==> src/rtl/i2s_sample_rx_if.sv <==
// Bundle of I2S serial inputs and decoded stereo sample outputs.
// The source side drives the serial lines; the receiver side produces the samples.
`timescale 1ns / 1ps

interface i2s_sample_rx_if #(
    parameter int unsigned SAMPLE_WIDTH = 16
);
    logic                    bclk;
    logic                    lrclk;
    logic                    sdata;
    logic [SAMPLE_WIDTH-1:0] left_sample;
    logic [SAMPLE_WIDTH-1:0] right_sample;
    logic                    sample_valid;
    logic                    frame_err;

    modport master (
        output bclk,
        output lrclk,
        output sdata,
        input  left_sample,
        input  right_sample,
        input  sample_valid,
        input  frame_err
    );

    modport slave (
        input  bclk,
        input  lrclk,
        input  sdata,
        output left_sample,
        output right_sample,
        output sample_valid,
        output frame_err
    );
endinterface

==> src/rtl/i2s_sample_rx.sv <==
// Slave-side I2S receiver: synchronises bclk/lrclk/sdata into clk, decodes standard
// I2S framing (MSB first, one bclk after each lrclk edge) and emits one stereo pair per frame.
// The interface SAMPLE_WIDTH must match this module's SAMPLE_WIDTH.
`timescale 1ns / 1ps

module i2s_sample_rx #(
    parameter int unsigned SAMPLE_WIDTH = 16,
    parameter int unsigned SYNC_STAGES  = 2
) (
    input  logic              clk,
    input  logic              rst,
    i2s_sample_rx_if.slave    bus
);

    localparam int unsigned CntW = $clog2(SAMPLE_WIDTH + 2);
    localparam logic [CntW-1:0] CntFull = CntW'(SAMPLE_WIDTH);
    localparam logic [CntW-1:0] CntSat  = CntW'(SAMPLE_WIDTH + 1);

    typedef enum logic [0:0] {StIdle, StRecv} state_e;

    // Synchroniser chains: index 0 samples the pin, index SYNC_STAGES-1 is the synced value.
    logic [SYNC_STAGES-1:0] bclk_sync_q;
    logic [SYNC_STAGES-1:0] lrclk_sync_q;
    logic [SYNC_STAGES-1:0] sdata_sync_q;
    logic                   bclk_prev_q;

    logic bclk_s;
    logic lrclk_s;
    logic sdata_s;
    logic br;

    // Decode state
    state_e                  state_q;
    logic [CntW-1:0]         bit_cnt_q;
    logic [SAMPLE_WIDTH-1:0] shift_q;
    logic                    ws_prev_q;
    logic                    ws_seen_q;   // ws_prev_q holds a real sample, not the reset value
    logic [SAMPLE_WIDTH-1:0] left_hold_q;
    logic                    hold_valid_q;

    // One-cycle staging between the decode and the output registers
    logic                    pair_pend_q;
    logic                    err_pend_q;
    logic [SAMPLE_WIDTH-1:0] pend_left_q;
    logic [SAMPLE_WIDTH-1:0] pend_right_q;

    // Output registers
    logic [SAMPLE_WIDTH-1:0] left_sample_q;
    logic [SAMPLE_WIDTH-1:0] right_sample_q;
    logic                    sample_valid_q;
    logic                    frame_err_q;

    logic [CntW-1:0]         cnt_inc;
    logic [SAMPLE_WIDTH-1:0] shift_in;
    logic                    boundary;
    logic                    word_ok;

    assign bclk_s  = bclk_sync_q[SYNC_STAGES-1];
    assign lrclk_s = lrclk_sync_q[SYNC_STAGES-1];
    assign sdata_s = sdata_sync_q[SYNC_STAGES-1];
    assign br      = bclk_s & ~bclk_prev_q;

    // Bring the asynchronous serial inputs into the clk domain and remember the last bclk.
    always_ff @(posedge clk) begin
        if (rst) begin
            bclk_sync_q  <= '0;
            lrclk_sync_q <= '0;
            sdata_sync_q <= '0;
            bclk_prev_q  <= 1'b0;
        end else begin
            bclk_sync_q  <= {bclk_sync_q[SYNC_STAGES-2:0], bus.bclk};
            lrclk_sync_q <= {lrclk_sync_q[SYNC_STAGES-2:0], bus.lrclk};
            sdata_sync_q <= {sdata_sync_q[SYNC_STAGES-2:0], bus.sdata};
            bclk_prev_q  <= bclk_s;
        end
    end

    // Per-bit bookkeeping: saturating count, MSB-first shift of the first SAMPLE_WIDTH bits.
    always_comb begin
        cnt_inc  = (bit_cnt_q == CntSat) ? bit_cnt_q : bit_cnt_q + 1'b1;
        shift_in = (bit_cnt_q < CntFull) ? {shift_q[SAMPLE_WIDTH-2:0], sdata_s} : shift_q;
        boundary = ws_seen_q && (lrclk_s != ws_prev_q);
        word_ok  = (cnt_inc >= CntFull);
    end

    // Framing FSM: aligns on the first lrclk change, then judges each word at its boundary bit.
    always_ff @(posedge clk) begin
        if (rst) begin
            state_q      <= StIdle;
            bit_cnt_q    <= '0;
            shift_q      <= '0;
            ws_prev_q    <= 1'b0;
            ws_seen_q    <= 1'b0;
            left_hold_q  <= '0;
            hold_valid_q <= 1'b0;
            pair_pend_q  <= 1'b0;
            err_pend_q   <= 1'b0;
            pend_left_q  <= '0;
            pend_right_q <= '0;
        end else begin
            pair_pend_q <= 1'b0;
            err_pend_q  <= 1'b0;
            if (br) begin
                ws_prev_q <= lrclk_s;
                ws_seen_q <= 1'b1;
                unique case (state_q)
                    StIdle: begin
                        if (boundary) begin
                            state_q   <= StRecv;
                            bit_cnt_q <= '0;
                            shift_q   <= '0;
                        end
                    end
                    StRecv: begin
                        if (boundary) begin
                            // The boundary bit is the LSB slot of channel ws_prev_q.
                            if (!word_ok) begin
                                err_pend_q   <= 1'b1;
                                hold_valid_q <= 1'b0;
                            end else if (!ws_prev_q) begin
                                left_hold_q  <= shift_in;
                                hold_valid_q <= 1'b1;
                            end else if (hold_valid_q) begin
                                pair_pend_q  <= 1'b1;
                                pend_left_q  <= left_hold_q;
                                pend_right_q <= shift_in;
                                hold_valid_q <= 1'b0;
                            end
                            bit_cnt_q <= '0;
                            shift_q   <= '0;
                        end else begin
                            bit_cnt_q <= cnt_inc;
                            shift_q   <= shift_in;
                        end
                    end
                endcase
            end
        end
    end

    // Registered outputs: both samples update together with the valid strobe and then hold.
    always_ff @(posedge clk) begin
        if (rst) begin
            left_sample_q  <= '0;
            right_sample_q <= '0;
            sample_valid_q <= 1'b0;
            frame_err_q    <= 1'b0;
        end else begin
            sample_valid_q <= pair_pend_q;
            frame_err_q    <= err_pend_q;
            if (pair_pend_q) begin
                left_sample_q  <= pend_left_q;
                right_sample_q <= pend_right_q;
            end
        end
    end

    assign bus.left_sample  = left_sample_q;
    assign bus.right_sample = right_sample_q;
    assign bus.sample_valid = sample_valid_q;
    assign bus.frame_err    = frame_err_q;

endmodule
==> src/flat_wrapper.sv <==
// flat-port wrapper written by rule: the top's interface ports become plain ports
module i2s_sample_rx_flat 
#(
    parameter int unsigned SAMPLE_WIDTH = 16,
    parameter int unsigned SYNC_STAGES  = 2
)
  (clk, rst, bus_bclk, bus_lrclk, bus_sdata, bus_left_sample, bus_right_sample, bus_sample_valid, bus_frame_err);
  i2s_sample_rx_if #(.SAMPLE_WIDTH(SAMPLE_WIDTH)) bus_i ();
  input  logic clk;
  input  logic rst;
  input wire logic [$bits(bus_i.bclk)-1:0] bus_bclk;
  input wire logic [$bits(bus_i.lrclk)-1:0] bus_lrclk;
  input wire logic [$bits(bus_i.sdata)-1:0] bus_sdata;
  output wire logic [$bits(bus_i.left_sample)-1:0] bus_left_sample;
  output wire logic [$bits(bus_i.right_sample)-1:0] bus_right_sample;
  output wire logic [$bits(bus_i.sample_valid)-1:0] bus_sample_valid;
  output wire logic [$bits(bus_i.frame_err)-1:0] bus_frame_err;
  assign bus_i.bclk = bus_bclk;
  assign bus_i.lrclk = bus_lrclk;
  assign bus_i.sdata = bus_sdata;
  assign bus_left_sample = bus_i.left_sample;
  assign bus_right_sample = bus_i.right_sample;
  assign bus_sample_valid = bus_i.sample_valid;
  assign bus_frame_err = bus_i.frame_err;
  i2s_sample_rx #(.SAMPLE_WIDTH(SAMPLE_WIDTH), .SYNC_STAGES(SYNC_STAGES)) u_core (.clk(clk), .rst(rst), .bus(bus_i));
endmodule
==> config.mk <==
export PLATFORM = sky130hd
export DESIGN_NAME = i2s_sample_rx_flat
export DESIGN_NICKNAME = d
export VERILOG_FILES = /design/src/rtl/i2s_sample_rx_if.sv /design/src/rtl/i2s_sample_rx.sv /design/src/flat_wrapper.sv
export SDC_FILE = /design/constraint.sdc
export NUM_CORES = 1
export LEC_CHECK = 0
export BUFFER_PORTS_ARGS = -buffer_cell sky130_fd_sc_hd__clkbuf_2
export CAP_MARGIN = 10
export CORE_AREA = 2 2 130 132
export DETAILED_ROUTE_END_ITERATION = 12
export DIE_AREA = 0 0 132 134
export GPL_TIMING_DRIVEN = 0
export HOLD_SLACK_MARGIN = 0.05
export MAX_ROUTING_LAYER = met4
export SYNTH_ARGS = -nofsm -noshare
export SYNTH_HDL_FRONTEND = slang
export SYNTH_SLANG_ARGS = --single-unit
==> constraint.sdc <==
create_clock -name clk -period 3.9 [get_ports clk]
set_clock_uncertainty 0.05 [all_clocks]
set_input_delay 0.39 -clock clk [delete_from_list [all_inputs] [get_ports clk]]
set_output_delay 0.39 -clock clk [all_outputs]
set_load 0.01 [all_outputs]
==> impl_metrics.tcl, run 1 <==
set metrics [dict create \
    utilization_pct 35.1 \
    whs_ns 0.134 \
    seqCellArea_um2 2320 \
    vias 3358 \
    min_from "bus_lrclk" \
    finalCritPeriodShare_pct 52.1 \
    multi_input_area_um2 2100 \
    placed_area_um2 5100 \
    leakage_nw 2.34 \
    hpwlAfterDp_um 7590 \
    antenna_cells 0 \
    synth_seq_cells 116 \
    cp.arrival_ns 2.29 \
    fmax_mhz 492 \
    syn_to_final_growth_pct 23.2 \
    slew_headroom_pct 59.5 \
    syn_avg_cell_area_um2 10.2 \
    crit_fanout 10 \
    synthCells 455 \
    fin_area_um2 5720 \
    placementRows 47 \
    drt_iter0_markers 185 \
    power.total_mw 2.87 \
    postCtsHoldBufs 0 \
    grt_max_degree 17 \
    fin_crit_ns 2.03 \
    gp_congestion 0.779 \
    overflow 0 \
    dieArea_um2 17700 \
    ant_nets 0 \
    ys_seq_area_share_pct 50.1 \
    clockBufferDepth 2 \
    syn-num-nets 462 \
    yosys_warnings 0 \
    syn-cell-area_um2 4640 \
    hold_viol_final 0 \
    cts.sinks 116 \
    fp.dieW_um 132 \
    hp-class "in2reg" \
    post_drt_wl_per_cell_um 14.0 \
    cp-start-kind "flop" \
    cts_root_buffer "clkbuf_16" \
    grt_pass1_wl_um 17300 \
    clkTransAtPathRegs_ns 0.05 \
    p_int_mw 2.30 \
    antenna_found_initial 0 \
    grt_pass1_vias 3467 \
    placedCellCount 712 \
    rsz0062_at_grt "false" \
    final.setup.tns_ns 0 \
    placement.io_buffers 37 \
    cts_resized 0 \
    worst_slew_pin_slew_ns 0.607 \
    p_per_area_nw_per_um2 501 \
    combPwrFrac_pct 1.7 \
    route.detailed.drc 0 \
    gr-usage-all-layers_pct 12.9 \
    drt_first_pass_iters 4 \
    routed_wl_um 10400 \
    cts_tree "done" \
    clkPwrFrac_pct 56.6 \
    post-cts-setup-buffers 0 \
    power_frac_seq_pct 41.8 \
    end_kind "flop" \
    r2r_end "u_core.left_hold_q[15]" \
    layout_setup_ws_ns 1.87 \
    dp_slack_ns 1.82 \
    final_nets 518 \
    io_pins 39 \
    holdPathStages 2 \
    drive_gt1_share_pct 26.8 \
    swShare_pct 19.8 \
    start_util_pct 28.5 \
    path_class "reg2reg" \
    floorplan.die.height_um 134 \
    setup_viol_count_final 0 \
    maxCapViolCount 0 \
    ff2ff_path_depth 6 \
    cts-buffers-inserted 17 \
    p_switching_mw 0.568 \
    htreeDepth 4 \
    n_fill_cell 1624 \
    reg2reg_slack_ns 1.87 \
    max-vdd-ir-drop_v 0.000308 \
    slew_viol_final 0 \
    viasPerCell 4.52 \
    outcome "finished, final reports clean" \
    timing.rr.start "u_core.bit_cnt_q[0]" \
    fin_cells 743 \
    synth_cell_types 42 \
    clkLatencyLatePin_ns 0.42 \
    worstPathRequired_ns 4.16 \
    core-area_um2 16300 \
    min_to "u_core.lrclk_sync_q[0]" \
]
-- synthesized netlist by cell type (all sizes together) --
| library cell | instances | area share [%] |
|---|---|---|
| xnor2 | 1 | 0.59 |
| nand4bb | 1 | 0.24 |
| a21o | 1 | 0.16 |
| a31oi | 2 | 0.27 |
| mux2 | 15 | 4.2 |
| o32ai | 1 | 0.19 |
| nor2b | 21 | 2.8 |
| clkbuf | 17 | 1.5 |
| nand2b | 2 | 0.27 |
| nor3 | 2 | 0.32 |
| o22ai | 16 | 2.2 |
| inv | 2 | 0.16 |
| nor4 | 2 | 0.59 |
| nor2 | 51 | 4.1 |
| nand4 | 2 | 0.27 |
| or3 | 1 | 0.13 |
| ha | 2 | 0.54 |
| or2 | 1 | 0.13 |
| dfxtp | 116 | 50 |
| a21oi | 6 | 0.65 |
| nand3 | 4 | 0.54 |
| buf | 18 | 2.9 |
| a2bb2oi | 1 | 0.19 |
| and2b | 4 | 0.65 |
| xor2 | 1 | 0.19 |
| a31o | 32 | 6.0 |
| o21ai | 6 | 0.89 |
| nand3b | 1 | 0.43 |
| clkinv | 1 | 0.081 |
| and3 | 31 | 4.2 |
| nand2 | 45 | 4.0 |
| mux2i | 49 | 11 |
-- layer usage --
metal	part of all wire, %	vias up	global-route usage [%]
li1	-	1708	-
met1	46	1573	14.5
met2	48	65	20.7
met3	4.9	12	4.61
met4	1.7	0	5.68
met5	0	-	-
-- placed cells by master (no fill, tap or decap), types with 2 or more instances in the layout --
cell	instances
and3_1	31
nand2b_1	2
clkbuf_1	16
clkbuf_2	40
nand2_1	43
o21ai_0	5
a31oi_1	2
nor2_1	51
a31o_2	32
a21oi_1	6
ha_1	2
nand4_1	2
mux2i_1	49
mux2_4	7
inv_1	2
clkinv_2	4
o22ai_1	16
nand2_4	2
clkinvlp_4	2
nor2b_1	21
nand3_1	3
clkbuf_8	2
buf_1	3
and2b_1	4
dfxtp_1	116
clkbuf_16	17
buf_2	6
bufinv_16	4
buf_6	7
mux2_2	8
buf_4	2
-- power groups by stage --
stage	Clock (mW)	Combinational [mW]	Sequential, mW
CTS	1.65	0.0483	1.20
detailed placement	0	0.0479	1.22
global route	1.71	0.0525	1.20
finish	1.62	0.0476	1.20
global placement	0	0.0466	1.22
floorplan	0	0.0334	1.22
-- cells by family (layout without fill, tap and decap cells) --
| group | count (synthesis) | in the layout | synth area share [%] |
|---|---|---|---|
| AO/OA/AOI/OAI | 65 | 65 | 10.5 |
| XOR/XNOR | 2 | 2 | 0.782 |
| adder cells (fa/ha/maj) | 2 | 2 | 0.539 |
| buffers and inverters | 38 | 106 | 4.61 |
| flip-flops | 116 | 116 | 50.1 |
| multiplexers | 64 | 64 | 14.8 |
| AND/OR/NAND/NOR | 168 | 168 | 18.7 |
-- registers in the layout, summed over array words and instances, names as in the netlist --
name	count
u_core.bus.left_sample	16
u_core.bus.right_sample	16
u_core.left_hold_q	16
u_core.pend_left_q	16
u_core.pend_right_q	16
u_core.shift_q	16
u_core.bit_cnt_q	5
u_core.bclk_sync_q	2
u_core.lrclk_sync_q	2
u_core.sdata_sync_q	2
u_core.bclk_prev_q	1
u_core.bus.frame_err	1
u_core.bus.sample_valid	1
u_core.err_pend_q	1
u_core.hold_valid_q	1
u_core.pair_pend_q	1
u_core.state_q	1
u_core.ws_prev_q	1
u_core.ws_seen_q	1
-- critical path, cell delays in order, from the launching register on --
cell	delay, ns
dfxtp_1	0.40
ha_1	0.23
nand3_2	0.14
xnor2_4	0.34
clkbuf_1	0.39
a21oi_1	0.13
a31o_2	0.23
-- how the worst max path moves through the flow --
stage	depth (start not counted)	endpoint	from
after CTS	6	u_core.left_hold_q[15]	u_core.bit_cnt_q[0]
final	6	u_core.left_hold_q[15]	u_core.bit_cnt_q[0]
after global placement	5	u_core.pend_right_q[13]	rst
after global routing	6	u_core.left_hold_q[15]	u_core.bit_cnt_q[0]
after detailed placement	5	u_core.pend_right_q[8]	rst
after floorplan	6	u_core.left_hold_q[10]	u_core.bit_cnt_q[0]
-- layout make-up --
cell class | instances | share of cell area (%)
multi-input combinational | 301 | 36.8
buffer | 35 | 3.55
sequential | 116 | 40.6
inverter | 3 | 0.197
clock inverter | 10 | 2.71
clock buffer | 21 | 8.06
tap | 220 | 4.82
timing repair buffer | 37 | 3.24
Power figures use the tool's default switching activity.
==> inputs of run 2 (changes only) <==
==> constraint.sdc (replaced) <==
create_clock -name clk -period 1.7 [get_ports clk]
set_clock_uncertainty 0.05 [all_clocks]
set_input_delay 0.17 -clock clk [delete_from_list [all_inputs] [get_ports clk]]
set_output_delay 0.17 -clock clk [all_outputs]
set_load 0.01 [all_outputs]
==> run 2 against run 1 <==
Compared with the run above: clock power up 130%; flip-flop and latch count unchanged; power increased by 130%; final area grew 5.4%; global-route usage increased by 0.10 points; via count is 4.9% higher; routed wire length rose by 4.6%; worst setup slack worse by 1.8 ns; critical path type unchanged; critical endpoint is now u_core.left_hold_q[3]; largest cell class unchanged.
==> impl_metrics.tcl, run 2 (synthesis results as in run 1) <==
set metrics [dict create \
    utilization_pct 37.0 \
    antenna_found_initial 0 \
    viasPerCell 4.61 \
    cts_tree "done" \
    drt_iter0_markers 223 \
    placement.io_buffers 37 \
    routed_wl_um 10900 \
    max-vdd-ir-drop_v 0.000675 \
    dp_slack_ns -0.231 \
    grt_max_degree 17 \
    maxCapViolCount 0 \
    slew_headroom_pct 64.8 \
    fin_crit_ns 1.66 \
    finalCritPeriodShare_pct 97.6 \
    worst_slew_pin_slew_ns 0.529 \
    r2r_end "u_core.left_hold_q[3]" \
    fin_cells 764 \
    fp.dieW_um 132 \
    hp-class "in2reg" \
    layout_commonest_cell "dfxtp_1" \
    worstPathRequired_ns 1.95 \
    gp_congestion 0.751 \
    outcome "finished, final reports clean" \
    fmax_mhz 603 \
    route.detailed.drc 0 \
    layout_common_cells "109 x dfxtp_1, 50 x nor2_1, 49 x mux2i_1" \
    hpwlAfterDp_um 7480 \
    clockBufferDepth 2 \
    post_drt_wl_per_cell_um 14.3 \
    syn_to_final_growth_pct 29.8 \
    cts_root_buffer "clkbuf_16" \
    cts.sinks 116 \
    ff2ff_path_depth 7 \
    p_per_area_nw_per_um2 1080 \
    setup_viol_count_final 0 \
    fin_area_um2 6020 \
    clkLatencyLatePin_ns 0.41 \
    timing.rr.start "u_core.bit_cnt_q[1]" \
    grt_pass1_vias 3445 \
    io_pins 39 \
    final.setup.tns_ns 0 \
    hold_viol_final 0 \
    startpoint "u_core.bit_cnt_q[1]" \
    layout_setup_ws_ns 0.0413 \
    final_nets 538 \
    cp-start-kind "flop" \
    start_util_pct 28.5 \
    overflow 0 \
    leakage_nw 2.49 \
    placementRows 47 \
    slew_viol_final 0 \
    gr-usage-all-layers_pct 13.0 \
    core-area_um2 16300 \
    dieArea_um2 17700 \
    end_kind "flop" \
    htreeDepth 4 \
    cp-endpoint "u_core.left_hold_q[3]" \
    power.total_mw 6.52 \
    cts-buffers-inserted 17 \
    reg2reg_slack_ns 0.04 \
    whs_ns 0.191 \
    clkTransAtPathRegs_ns 0.05 \
    ant_nets 0 \
    placed_area_um2 5110 \
    path_class "reg2reg" \
    drive_gt1_share_pct 32.2 \
    drt_first_pass_iters 4 \
    grt_pass1_wl_um 17400 \
    cp.arrival_ns 1.91 \
    crit_fanout 6 \
    floorplan.die.height_um 134 \
    vias 3521 \
    placedCellCount 712 \
    antenna_cells 0 \
]
-- run 2: changes by cell type in the layout (fill, tap and decap cells not counted), moves of 3 or more --
cell	change
dfxtp_1	-7
buf_6	-4
dlygate4sd3_1	+3
buf_4	+13
buf_8	+3
dfxtp_4	+4
clkbuf_1	-6
clkinv_4	+3
dfxtp_2	+3
-- run 2: layout make-up --
type,instances,area (µm²)
buffer,35,235
clock buffer,20,467
clock inverter,12,154
fill,1621,10300
inverter,3,11.3
multi-input combinational,303,2160
sequential,116,2340
tap,220,275
timing repair buffer,55,375
-- run 2: metal layers --
metal,GRT usage [%],vias to the layer above,part of all wire (%),wire (µm)
met4,4.47,0,1.2,127
met1,14.5,1679,45,4940
li1,-,1757,-,-
met5,-,-,0,0
met2,21.5,72,50,5400
met3,4.80,13,3.8,418
-- run 2: worst min path at each step --
stage          cells after the start                      to  startpoint
2_1_floorplan                      1   u_core.bclk_sync_q[0]    bus_bclk
6_report                           3   u_core.left_hold_q[4]         rst
3_3_place_gp                       2   u_core.bclk_sync_q[0]    bus_bclk
5_1_grt                            3   u_core.left_hold_q[4]         rst
4_1_cts                            3   u_core.left_hold_q[4]         rst
3_5_place_dp                       2  u_core.lrclk_sync_q[0]   bus_lrclk
-- run 2: what timing repair did --
item / in CTS / in global routing
pin swaps: 4 / 3
endpoints found under the setup margin: 52 / 64
resized for setup: 10 / 21
gates cloned: 1 / 4
hold buffers: 3 / 0
hold endpoints to repair: 3 / 0
buffers inserted: 6 / 6
-- run 2: where the power goes --
part	internal, mW	switching (mW)	total [mW]
registers	2.73	0.0137	2.74
clock network	2.41	1.25	3.66
logic	0.0404	0.0815	0.122
total	5.18	1.34	6.52
-- run 2: critical path: stages, from the launching register on --
cell	delay, ns
dfxtp_4	0.36
ha_4	0.15
nand3_4	0.11
xnor2_4	0.18
buf_12	0.14
nand2_4	0.07
buf_4	0.15
mux2_2	0.33
==> inputs of run 3 (changes only) <==
--- a/config.mk
+++ b/config.mk
@@ -13,6 +13,7 @@
 export GPL_TIMING_DRIVEN = 0
 export HOLD_SLACK_MARGIN = 0.05
 export MAX_ROUTING_LAYER = met4
+export RECOVER_POWER = 50
 export SYNTH_ARGS = -nofsm -noshare
 export SYNTH_HDL_FRONTEND = slang
 export SYNTH_SLANG_ARGS = --single-unit
==> run 3 against run 2 <==
Compared with the run above: power about the same; critical path type unchanged; die area unchanged; non-clock buffer count unchanged; largest power group unchanged.
==> impl_metrics.tcl, run 3 (synthesis results as in run 1) <==
set metrics [dict create \
    power_frac_seq_pct 42.0 \
    slew_headroom_pct 64.5 \
    placementRows 47 \
    layout_commonest_cell "dfxtp_1" \
    whs_ns 0.188 \
    gr-usage-all-layers_pct 13.0 \
    cts_root_buffer "clkbuf_16" \
    viasPerCell 4.64 \
    dieArea_um2 17700 \
    clkTransAtPathRegs_ns 0.05 \
    grt_pass1_vias 3445 \
    start_util_pct 28.5 \
    cts_tree "done" \
    setup_viol_count_final 0 \
    gp_congestion 0.751 \
    swShare_pct 20.6 \
    overflow 0 \
    drt_iter0_markers 264 \
    core-area_um2 16300 \
    route.detailed.drc 0 \
    leakage_nw 2.37 \
    grt_pass1_wl_um 17400 \
    maxCapViolCount 0 \
    io_pins 39 \
    antenna_cells 0 \
    dp_slack_ns -0.231 \
    htreeDepth 4 \
    p_per_area_nw_per_um2 1090 \
    fp.dieW_um 132 \
    clkLatencyLatePin_ns 0.41 \
    vias 3546 \
    multi_input_area_um2 2160 \
    drt_first_pass_iters 4 \
    layout_common_cells "109 x dfxtp_1, 50 x nor2_1, 49 x mux2i_1" \
    routed_wl_um 10900 \
    placement.io_buffers 37 \
    seqCellArea_um2 2340 \
    path_class "reg2reg" \
    p_switching_mw 1.34 \
    ant_nets 0 \
    cp.arrival_ns 1.92 \
    slew_viol_final 0 \
    max-vdd-ir-drop_v 0.000680 \
    hp-class "in2reg" \
    end_kind "flop" \
    hpwlAfterDp_um 7480 \
    clkPwrFrac_pct 56.1 \
    hold_viol_final 0 \
    cts.sinks 116 \
    floorplan.die.height_um 134 \
    fin_crit_ns 1.66 \
    final_nets 538 \
    combPwrFrac_pct 1.9 \
    worst_slew_pin_slew_ns 0.533 \
    drive_gt1_share_pct 25.9 \
    syn_to_final_growth_pct 28.9 \
    p_int_mw 5.18 \
    grt_max_degree 17 \
    holdPathStages 3 \
    layout_setup_ws_ns 0.0375 \
    ff2ff_path_depth 7 \
    fmax_mhz 601 \
    worstPathRequired_ns 1.96 \
    antenna_found_initial 0 \
    outcome "finished, final reports clean" \
    n_fill_cell 1636 \
    clockBufferDepth 2 \
    cts-buffers-inserted 17 \
    cp-start-kind "flop" \
    crit_fanout 10 \
    post_drt_wl_per_cell_um 14.3 \
    finalCritPeriodShare_pct 97.8 \
]
[run 3: layer usage]
layer | part of all wire, % | GRT usage [%] | vias up
li1 | - | - | 1759
met1 | 45 | 14.5 | 1696
met2 | 49 | 21.5 | 77
met3 | 4.3 | 4.80 | 14
met4 | 1.4 | 4.47 | 0
met5 | 0 | - | -
[run 3: repair_timing]
action,in CTS,in global routing
endpoints found under the setup margin,52,64
resized for setup,10,21
gates cloned,1,4
setup buffers,6,6
hold endpoints to repair,3,0
pin swaps,4,3
hold buffers,3,0
[run 3: worst max-delay path, stage by stage, from the launching register on]
cell and delay [ns]:
dfxtp_4 0.37, ha_4 0.15, nand3_4 0.11, xnor2_4 0.18, buf_12 0.14, clkbuf_4 0.18, and3_1 0.18, a31o_2 0.21
[run 3: through the flow]
step	instance area, µm²	utilization (%)	power [mW]	TNS (ns)	instances
floorplan	4650	-	2.88	0	455
CTS	5850	35.9	6.60	0	754
detailed placement	5110	31.4	2.91	-7.17	712
finish	5980	36.7	6.52	0	764
global placement	5110	31.4	2.91	-4.93	712
global route	5980	36.7	6.74	-0.682	764
[run 3: cell type report]
class | instances | share of cell area (%)
timing repair buffer | 55 | 5.56
inverter | 3 | 0.188
clock inverter | 12 | 2.57
sequential | 116 | 39.1
tap | 220 | 4.60
clock buffer | 20 | 7.80
multi-input combinational | 303 | 36.2
buffer | 35 | 3.93
[run 3: final timing paths]
kind | startpoint | endpoint | slack, ns
worst max-delay path | u_core.bit_cnt_q[1] | u_core.pend_right_q[6] | 0.04
worst min-delay path | rst | u_core.left_hold_q[4] | 0.19
worst min register to register | u_core.bclk_sync_q[0] | u_core.bclk_sync_q[1] | 0.39
worst max register to register | u_core.bit_cnt_q[1] | u_core.pend_right_q[6] | 0.04
[run 3: power groups by stage]
stage | logic (mW) | clock network [mW] | registers (mW)
floorplan | 0.0768 | 0 | 2.80
global placement | 0.107 | 0 | 2.80
detailed placement | 0.110 | 0 | 2.80
CTS | 0.121 | 3.73 | 2.74
global route | 0.134 | 3.87 | 2.74
finish | 0.122 | 3.66 | 2.74
